`src/rtl/countdown_pkg.sv`:
```
// Shared types and defaults for the countdown sequencer and its bench.
package countdown_pkg;

  localparam int CD_WIDTH = 4;
  localparam int CD_DEPTH = 4;

  typedef enum logic [2:0] {
    IDLE  = 3'd0,
    LOAD  = 3'd1,
    HALVE = 3'd2,
    RUN   = 3'd3,
    DONE  = 3'd4
  } state_e;

  // One queued command at the default counter width.
  typedef struct packed {
    logic                halve;
    logic [CD_WIDTH-1:0] value;
  } cmd_t;

endpackage

```
`src/rtl/countdown_sequencer_if.sv`:
```
// Command handshake bundle: producer offers value/halve, sequencer answers ready.
interface countdown_sequencer_if #(
  parameter int WIDTH = 4
) ();

  logic             cmd_valid;
  logic             cmd_ready;
  logic [WIDTH-1:0] cmd_value;
  logic             cmd_halve;

  modport master (
    output cmd_valid,
    output cmd_value,
    output cmd_halve,
    input  cmd_ready
  );

  modport slave (
    input  cmd_valid,
    input  cmd_value,
    input  cmd_halve,
    output cmd_ready
  );

endinterface

```
`src/rtl/countdown_sequencer_cmd_fifo.sv`:
```
// Small synchronous command FIFO with flush; head is read combinationally.
module cmd_fifo #(
  parameter int EW    = 4,
  parameter int DEPTH = 4
) (
  input  logic                     clk,
  input  logic                     nrst,
  input  logic                     flush,
  input  logic                     push,
  input  logic [EW-1:0]            din,
  input  logic                     pop,
  output logic [EW-1:0]            dout,
  output logic                     full,
  output logic                     empty,
  output logic [$clog2(DEPTH):0]   count
);

  localparam int AW = $clog2(DEPTH);

  logic [EW-1:0] mem_q [DEPTH];
  logic [AW-1:0] wr_q, rd_q;
  logic [AW:0]   cnt_q;
  logic          do_push, do_pop;

  assign full    = (cnt_q == (AW+1)'(DEPTH));
  assign empty   = (cnt_q == '0);
  assign do_push = push && !full && !flush;
  assign do_pop  = pop && !empty && !flush;
  assign dout    = mem_q[rd_q];
  assign count   = cnt_q;

  // Pointers and occupancy; flush wins over any push/pop in the same cycle.
  always_ff @(posedge clk or negedge nrst) begin
    if (!nrst) begin
      wr_q  <= '0;
      rd_q  <= '0;
      cnt_q <= '0;
    end else if (flush) begin
      wr_q  <= '0;
      rd_q  <= '0;
      cnt_q <= '0;
    end else begin
      if (do_push) wr_q <= wr_q + AW'(1);
      if (do_pop)  rd_q <= rd_q + AW'(1);
      case ({do_push, do_pop})
        2'b10:   cnt_q <= cnt_q + (AW+1)'(1);
        2'b01:   cnt_q <= cnt_q - (AW+1)'(1);
        default: cnt_q <= cnt_q;
      endcase
    end
  end

  // Storage array, no reset needed: entries are only read when counted valid.
  always_ff @(posedge clk) begin
    if (do_push) mem_q[wr_q] <= din;
  end

endmodule

```
`src/rtl/countdown_sequencer.sv`:
```
// Command front-end for a down counter: queues countdown values, loads each one,
// optionally halves it, waits for the zero flag and pulses done.
// Optional feature: define COUNTDOWN_SEQ_HALVE_EN to store and honour cmd_halve.
module countdown_sequencer
  import countdown_pkg::*;
#(
  parameter int WIDTH = CD_WIDTH,
  parameter int DEPTH = CD_DEPTH
) (
  input  logic                   clk,
  input  logic                   nrst,
  countdown_sequencer_if.slave   cmd,
  input  logic                   abort,
  input  logic                   zero,
  output logic                   load,
  output logic [WIDTH-1:0]       count_in,
  output logic                   divide_by_2,
  output logic                   done,
  output logic                   busy,
  output logic [$clog2(DEPTH):0] pending
);

`ifdef COUNTDOWN_SEQ_HALVE_EN
  localparam int EW = WIDTH + 1;
`else
  localparam int EW = WIDTH;
`endif

  state_e           state_q, state_d;
  logic             load_q, load_d;
  logic [WIDTH-1:0] count_in_q, count_in_d;
  logic             done_q, done_d;
  logic             busy_q, busy_d;

  logic             push, pop, full, empty;
  logic [EW-1:0]    fifo_din, fifo_dout;
  logic [WIDTH-1:0] head_value;

  // Abort closes the port for the cycle so a same-cycle offer is dropped.
  assign cmd.cmd_ready = !full && !abort;
  assign push          = cmd.cmd_valid && cmd.cmd_ready;

`ifdef COUNTDOWN_SEQ_HALVE_EN
  logic halve_q, halve_d, head_halve;
  logic div_q, div_d;
  assign fifo_din    = {cmd.cmd_halve, cmd.cmd_value};
  assign head_value  = fifo_dout[WIDTH-1:0];
  assign head_halve  = fifo_dout[WIDTH];
  assign divide_by_2 = div_q;
`else
  logic unused_halve;
  assign unused_halve = cmd.cmd_halve;
  assign fifo_din     = cmd.cmd_value;
  assign head_value   = fifo_dout;
  assign divide_by_2  = 1'b0;
`endif

  cmd_fifo #(
    .EW    (EW),
    .DEPTH (DEPTH)
  ) u_fifo (
    .clk   (clk),
    .nrst  (nrst),
    .flush (abort),
    .push  (push),
    .din   (fifo_din),
    .pop   (pop),
    .dout  (fifo_dout),
    .full  (full),
    .empty (empty),
    .count (pending)
  );

  // Next state, pop request and next values of the registered outputs.
  always_comb begin
    state_d    = state_q;
    pop        = 1'b0;
    count_in_d = count_in_q;
`ifdef COUNTDOWN_SEQ_HALVE_EN
    halve_d    = halve_q;
`endif
    case (state_q)
      IDLE, DONE: begin
        if (!empty) begin
          pop        = 1'b1;
          state_d    = LOAD;
          count_in_d = head_value;
`ifdef COUNTDOWN_SEQ_HALVE_EN
          halve_d    = head_halve;
`endif
        end else begin
          state_d = IDLE;
        end
      end
      LOAD: begin
`ifdef COUNTDOWN_SEQ_HALVE_EN
        state_d = halve_q ? HALVE : RUN;
`else
        state_d = RUN;
`endif
      end
      HALVE:   state_d = RUN;
      // The zero flag is only trusted here: during LOAD/HALVE it still shows the old count.
      RUN:     if (zero) state_d = DONE;
      default: state_d = IDLE;
    endcase
    if (abort) begin
      state_d    = IDLE;
      pop        = 1'b0;
      count_in_d = count_in_q;
    end
    load_d = (state_d == LOAD);
    done_d = (state_d == DONE);
    busy_d = (state_d != IDLE);
`ifdef COUNTDOWN_SEQ_HALVE_EN
    div_d  = (state_d == HALVE);
`endif
  end

  // State and output registers; outputs follow the state being entered.
  always_ff @(posedge clk or negedge nrst) begin
    if (!nrst) begin
      state_q    <= IDLE;
      load_q     <= 1'b0;
      count_in_q <= '0;
      done_q     <= 1'b0;
      busy_q     <= 1'b0;
    end else begin
      state_q    <= state_d;
      load_q     <= load_d;
      count_in_q <= count_in_d;
      done_q     <= done_d;
      busy_q     <= busy_d;
    end
  end

`ifdef COUNTDOWN_SEQ_HALVE_EN
  // Halve flag of the current command and the one-cycle halve strobe.
  always_ff @(posedge clk or negedge nrst) begin
    if (!nrst) begin
      halve_q <= 1'b0;
      div_q   <= 1'b0;
    end else begin
      halve_q <= halve_d;
      div_q   <= div_d;
    end
  end
`endif

  assign load     = load_q;
  assign count_in = count_in_q;
  assign done     = done_q;
  assign busy     = busy_q;

endmodule

```
`src/flat_wrapper.sv`:
```
// flat-port wrapper written by rule: the top's interface ports become plain ports
module countdown_sequencer_flat import countdown_pkg::*;
#(
  parameter int WIDTH = CD_WIDTH,
  parameter int DEPTH = CD_DEPTH
)
  (clk, nrst, abort, zero, load, count_in, divide_by_2, done, busy, pending, cmd_cmd_valid, cmd_cmd_value, cmd_cmd_halve, cmd_cmd_ready);
  countdown_sequencer_if #(.WIDTH(WIDTH)) cmd_i ();
  input  logic clk;
  input  logic nrst;
  input  logic abort;
  input  logic zero;
  output logic load;
  output logic [WIDTH-1:0] count_in;
  output logic divide_by_2;
  output logic done;
  output logic busy;
  output logic [$clog2(DEPTH):0] pending;
  input wire logic [$bits(cmd_i.cmd_valid)-1:0] cmd_cmd_valid;
  input wire logic [$bits(cmd_i.cmd_value)-1:0] cmd_cmd_value;
  input wire logic [$bits(cmd_i.cmd_halve)-1:0] cmd_cmd_halve;
  output wire logic [$bits(cmd_i.cmd_ready)-1:0] cmd_cmd_ready;
  assign cmd_i.cmd_valid = cmd_cmd_valid;
  assign cmd_i.cmd_value = cmd_cmd_value;
  assign cmd_i.cmd_halve = cmd_cmd_halve;
  assign cmd_cmd_ready = cmd_i.cmd_ready;
  countdown_sequencer #(.WIDTH(WIDTH), .DEPTH(DEPTH)) u_core (.clk(clk), .nrst(nrst), .cmd(cmd_i), .abort(abort), .zero(zero), .load(load), .count_in(count_in), .divide_by_2(divide_by_2), .done(done), .busy(busy), .pending(pending));
endmodule
```
`config.mk`:
```
export PLATFORM = sky130hd
export DESIGN_NAME = countdown_sequencer_flat
export DESIGN_NICKNAME = d
export VERILOG_FILES = /design/src/rtl/countdown_pkg.sv /design/src/rtl/countdown_sequencer_if.sv /design/src/rtl/countdown_sequencer_cmd_fifo.sv /design/src/rtl/countdown_sequencer.sv /design/src/flat_wrapper.sv
export SDC_FILE = /design/constraint.sdc
export NUM_CORES = 1
export LEC_CHECK = 0
export CAP_MARGIN = 20
export CORE_MARGIN = 4
export CORE_UTILIZATION = 56
export CTS_CLUSTER_SIZE = 28
export DETAILED_ROUTE_END_ITERATION = 8
export GPL_TIMING_DRIVEN = 0
export PLACE_DENSITY = 0.82
export RECOVER_POWER = 50
export SYNTH_ARGS = -nofsm -noshare
export SYNTH_HDL_FRONTEND = slang
export SYNTH_SLANG_ARGS = --single-unit
```
`constraint.sdc`:
```
create_clock -name clk -period 6.4 [get_ports clk]
set_clock_uncertainty 0.1 [all_clocks]
set_input_delay 1.92 -clock clk [delete_from_list [all_inputs] [get_ports clk]]
set_output_delay 1.92 -clock clk [all_outputs]
set_load 0.02 [all_outputs]
```
# Yosys cells after proc, flatten, opt, wreduce, memory -nomap -nowiden
# Memories as Yosys holds them, arrays and structs flattened. A register that Yosys moved wholly into a read port is not among the register bits.
# Index checks and enable logic that the tools add are counted.
[totals]
reg_bits = 13
in_bits = 10
mem_count = 1
mem_bits_rw = 16
[memory_table]
columns = ["name", "words", "word_bits", "read_ports", "rd_clocked_by_memory_dff", "wr", "line_no", "text"]
rows = [
  ["u_core.u_fifo.mem_q", 4, 4, 1, 1, 1, "countdown_sequencer_cmd_fifo.sv:20", "logic [EW-1:0] mem_q [DEPTH];"],
]
[op_classes]
bitwise_logic = 2
n_reduce_logical = 19
muxes = 15
eq_ne = 9
add_sub_neg = 4
[ops]
columns = ["cell", "count"]
rows = [
  ["3-bit == test (second input constant)", 3],
  ["3-bit two-way mux", 3],
  ["3-bit one-hot mux with 3 select lines", 1],
  ["2-bit two-way mux", 4],
  ["3-bit by 1-bit == test with 1-bit output (second input constant)", 2],
  ["3-bit by 2-bit == test with 1-bit output (second input constant)", 2],
  ["1-bit logical AND", 6],
  ["3-bit logical NOT", 2],
  ["1-bit two-way mux", 6],
  ["3-bit one-hot mux with 2 select lines", 1],
  ["3-bit nonzero test", 2],
  ["2-bit by 1-bit adder with 2-bit output (second input constant)", 2],
  ["1-bit logical NOT", 4],
  ["2-bit nonzero test", 2],
  ["2-bit OR reduction", 2],
  ["3-bit by 1-bit adder with 3-bit output (second input constant)", 1],
  ["3-bit AND reduction", 1],
  ["3-bit by 1-bit subtractor with 3-bit output (second input constant)", 1],
  ["2-bit by 1-bit == test with 1-bit output (second input constant)", 1],
  ["2-bit == test (second input constant)", 1],
  ["1-bit NOT", 2],
]

# Logic depth before layout (Yosys ltp)
[depth]
depth_word = 9
ltp_mapped = 9

# Cells and area by module
# From an unflattened synthesis, not the netlist that was laid out.
[hier_totals]
cells_unflattened = 115
area_unflattened_um2 = 1540.2
[modules_own_cells]
columns = ["module", "cells_each", "area_each_um2", "instances"]
rows = [
  ["cmd_fifo", 85, 1127.3, 1],
  ["countdown_sequencer", 30, 412.9, 1],
]

# Worst setup path after synthesis
# No wires, ideal clock.
[synth_timing]
kind = "input to output"
start = "in abort"
end = "out cmd_cmd_ready"
arrival_time_ns = 2.563
setup_slack_ns = 1.817
required_time_ns = 4.380
path_stages = 3
path_cell_list = "buf_2 > clkbuf_1 > nor2_1"
[synth_between]
elab_chain_cells = 2
[synth_rtl]
columns = ["element", "line_no", "text"]
rows = [
  ["start, declared", "flat_wrapper.sv:11", "input logic abort;"],
  ["1-bit logical NOT", "countdown_sequencer.sv:40", "assign cmd.cmd_ready = !full && !abort;"],
  ["1-bit logical AND", "countdown_sequencer.sv:40", ""],
  ["end, declared", "flat_wrapper.sv:22", "output wire logic [$bits(cmd_i.cmd_ready)-1:0] cmd_cmd_ready;"],
]
# No other way between the ends.

# Worst setup path after layout
# Ends and elaborated chain as after synthesis.

==> summary.md <==
| Metric | Value |
|---|---|
| Setup_tns | `0 ns` |
| HP Class | `reg -> reg` |
| TritonCTS buffer count | `5` |
| Crit-path max FO | `10` |
| GR Layer Usage met3 | `6.80%` |
| H-tree depth | `2` |
| Worst vdd ir | `between 0.0002 and 0.0003 V` |
| Main synth FF type | `dfrtp_1` |
| Core area | `2480 um^2` |
| Async SR Flop Fraction | `about half` |
| Min Hold Slack | `about 0.4 ns` |
| Syn Inst Count | `95` |
| Final core occ | `about 70%` |
| Via density | `~5.3` |
| Grt ovf | `0` |
| Worst-Margin Slew | `0.752 ns` |
| Synth warn | `0` |
| Share of layout cells above drive strength 1 | `between 10% and 20%` |
| Power Density | `about 380 nW/um^2` |
| Top-count cell post-synth | `dfrtp_1` |
| Final WL | `between 2 and 2.5 mm` |
| Crit Path Class | `in -> out` |
| Crit path capture type | `output pin` |
| Tmin final | `roughly 5.2 ns` |
| # nets final | `135` |
| Post-synthesis sequential area ratio | `between 60 and 70%` |
| Vias | `795` |
| Distinct cells, synth | `38` |
| Met1 Track Usage GR | `20.1%` |
| Clk sink count | `33` |
| Most used routing layer in global routing | `met2` |
| Global-route wire length before repair | `between 3 and 4 mm` |
| Worst slew margin | `between 40% and 50%` |
| Cell Area, Placed | `1670 um^2` |
| Commonest cells post-synth | `dfrtp_1, edfxtp_1, nor2_1` |
| Antenna violations before repair | `0` |
| Max-slew violation count | `0` |
| Final antenna-violating net count | `0` |
| Die height | `between 50 and 60 um` |
| Die area | `between 3000 and 4000 um^2` |
| Most area-hungry cell type in the Yosys netlist | `edfxtp_1` |
| Final number of hold-violating endpoints | `0` |
| Worst-Skew Late Latency | `roughly 0.32 ns` |
| CP Data Required Time | `approximately 4.4 ns` |
| Number of buffers added on ports | `18` |
| Gr usage total | `approximately 16%` |
| GP Congestion | `0.725` |
| Initial DRT Pass Iterations | `4` |
| Lkg Pwr | `0.700 nW` |
| Top cells by area, synth | `edfxtp_1, dfrtp_1, mux4_2` |
| Clock transition at path regs | `about 0.09 ns` |
| Met2 usage | `about 23%` |
| Initial Utilization | `between 50% and 60%` |
| CTS max path bufs | `2` |
| Vias in the first global route | `approximately 830` |
| RSZ-0062 raised after global routing | `false` |
| # resized after CTS | `0` |
| Setup Buffers After CTS | `0` |
| # hold bufs at CTS | `0` |
| Average cell area after synthesis | `roughly 15 um^2` |
| Syn-to-layout area delta | `18.8%` |
| Startpoint types | `input pin` |
| Post-DP HPWL | `between 1.5 and 2 mm` |
| Max Clk Rate | `roughly 190 MHz` |
| CP arrival | `between 3 and 4 ns` |
| Die W | `58.9 um` |
| Max-Cap Viols | `0` |
| Post-synth EDFFs | `16` |
| Drt drc | `0` |
| Status | `complete, no violations` |
| CTS tree | `built` |
| Clock Tree Root | `clkbuf_4` |
| Syn Nets | `110` |
| Io pins | `22` |
| Routed len/inst | `14.2 um` |
| Design Power | `about 0.66 mW` |
| Post-Syn Area | `roughly 1500 um^2` |
| R2R setup slack | `4.00 ns` |
| Fillers | `roughly 180` |
| Row Count | `18` |
| Period utilization | `between 80% and 90%` |
| Post-synthesis register bit count | `33` |
| Final Cell Area | `about 1700 um^2` |
| Endpoints failing setup | `0` |
| DRT iter0 DRCs | `26` |
| Top-area cell type share of the netlist area | `approximately 33%` |
| Diode count | `0` |
| Maximum number of pins on one net before global-route repair | `18` |
[report_power, final]
group | internal, mW | switching (mW)
logic | 0.126 | 0.120
registers | 0.266 | 0.0272
clock network | 0.0542 | 0.0621
[worst paths after layout]
check                                  startpoint                      to  cells past startpoint
min reg2reg                     u_core.state_q[2]             u_core.done                      1
max                                         abort           cmd_cmd_ready                      4
max in group asynchronous                    nrst   u_core.u_fifo.wr_q[0]                      1
max reg2reg                u_core.u_fifo.count[2]  u_core.u_fifo.count[2]                      8
min                             u_core.state_q[2]             u_core.done                      1
min in group asynchronous                    nrst       u_core.state_q[1]                      1
[flip-flops by register name (all words and copies together) (netlist names)]
| register | cells |
|---|---|
| u_core.u_fifo.rd_q | 2 |
| u_core.u_fifo.wr_q | 2 |
| u_core.u_fifo.count | 3 |
| u_core.busy | 1 |
| u_core.count_in | 4 |
| u_core.u_fifo.mem_q | 16 |
| u_core.load | 1 |
| u_core.done | 1 |
| u_core.state_q | 3 |
[critical path, cell delays in order]
cell and delay (ns):
clkbuf_1 0.24, clkbuf_1 0.39, nor2_1 0.09, clkdlybuf4s50_1 0.56
[final cells by class]
cell class              instances  area, um^2  share of cell area [%]
clock buffers                   8        58.8                    3.41
inverters                       2        7.51                   0.435
plain buffers                   5        26.3                    1.52
flip-flops and latches         33         906                    52.5
repair buffers                 18         180                    10.4
multi-input cells              55         509                    29.5
well taps                      30        37.5                    2.18
[logic make-up (layout without fill, tap and decap cells)]
group,count (synthesis),count (layout),synth area share [%]
and+or+nand+nor,31,31,13.1
AOI/OAI and AO/OA,4,4,2.93
xor gates and xnor gates,3,3,2.33
buffers and inverters,7,33,2.41
DFF,33,33,62.4
muxes,11,11,11.8
other,1,1,0.258
adders and majority gates,5,5,4.82
[layout by cell type (no fill, tap or decap), types with 2 or more instances in the layout]
cell,Yosys,layout
and2_1,4,4
buf_4,2,2
clkbuf_1,1,4
clkbuf_4,0,5
clkdlybuf4s50_1,0,12
dfrtp_1,17,17
dlygate4sd3_1,0,6
edfxtp_1,16,16
ha_1,4,4
inv_1,2,2
mux2_2,4,4
mux4_2,4,4
nand2b_1,3,3
nor2_1,7,8
nor2b_1,2,2
nor3_1,2,2
nor3b_1,2,2
xor2_1,2,2
[routing by layer]
metal,wire length [um],share of wire [%]
met1,932,43
met2,1020,47
met3,162,7.5
met4,34,1.6
met5,0,0
[through the flow]
step | setup WS (ns) | cells
floorplan | 1.82 | 95
global placement | 1.29 | 143
detailed placement | 1.27 | 143
CTS | 1.26 | 151
global route | 1.03 | 151
finish | 1.18 | 151
Power figures use the tool's default switching activity.
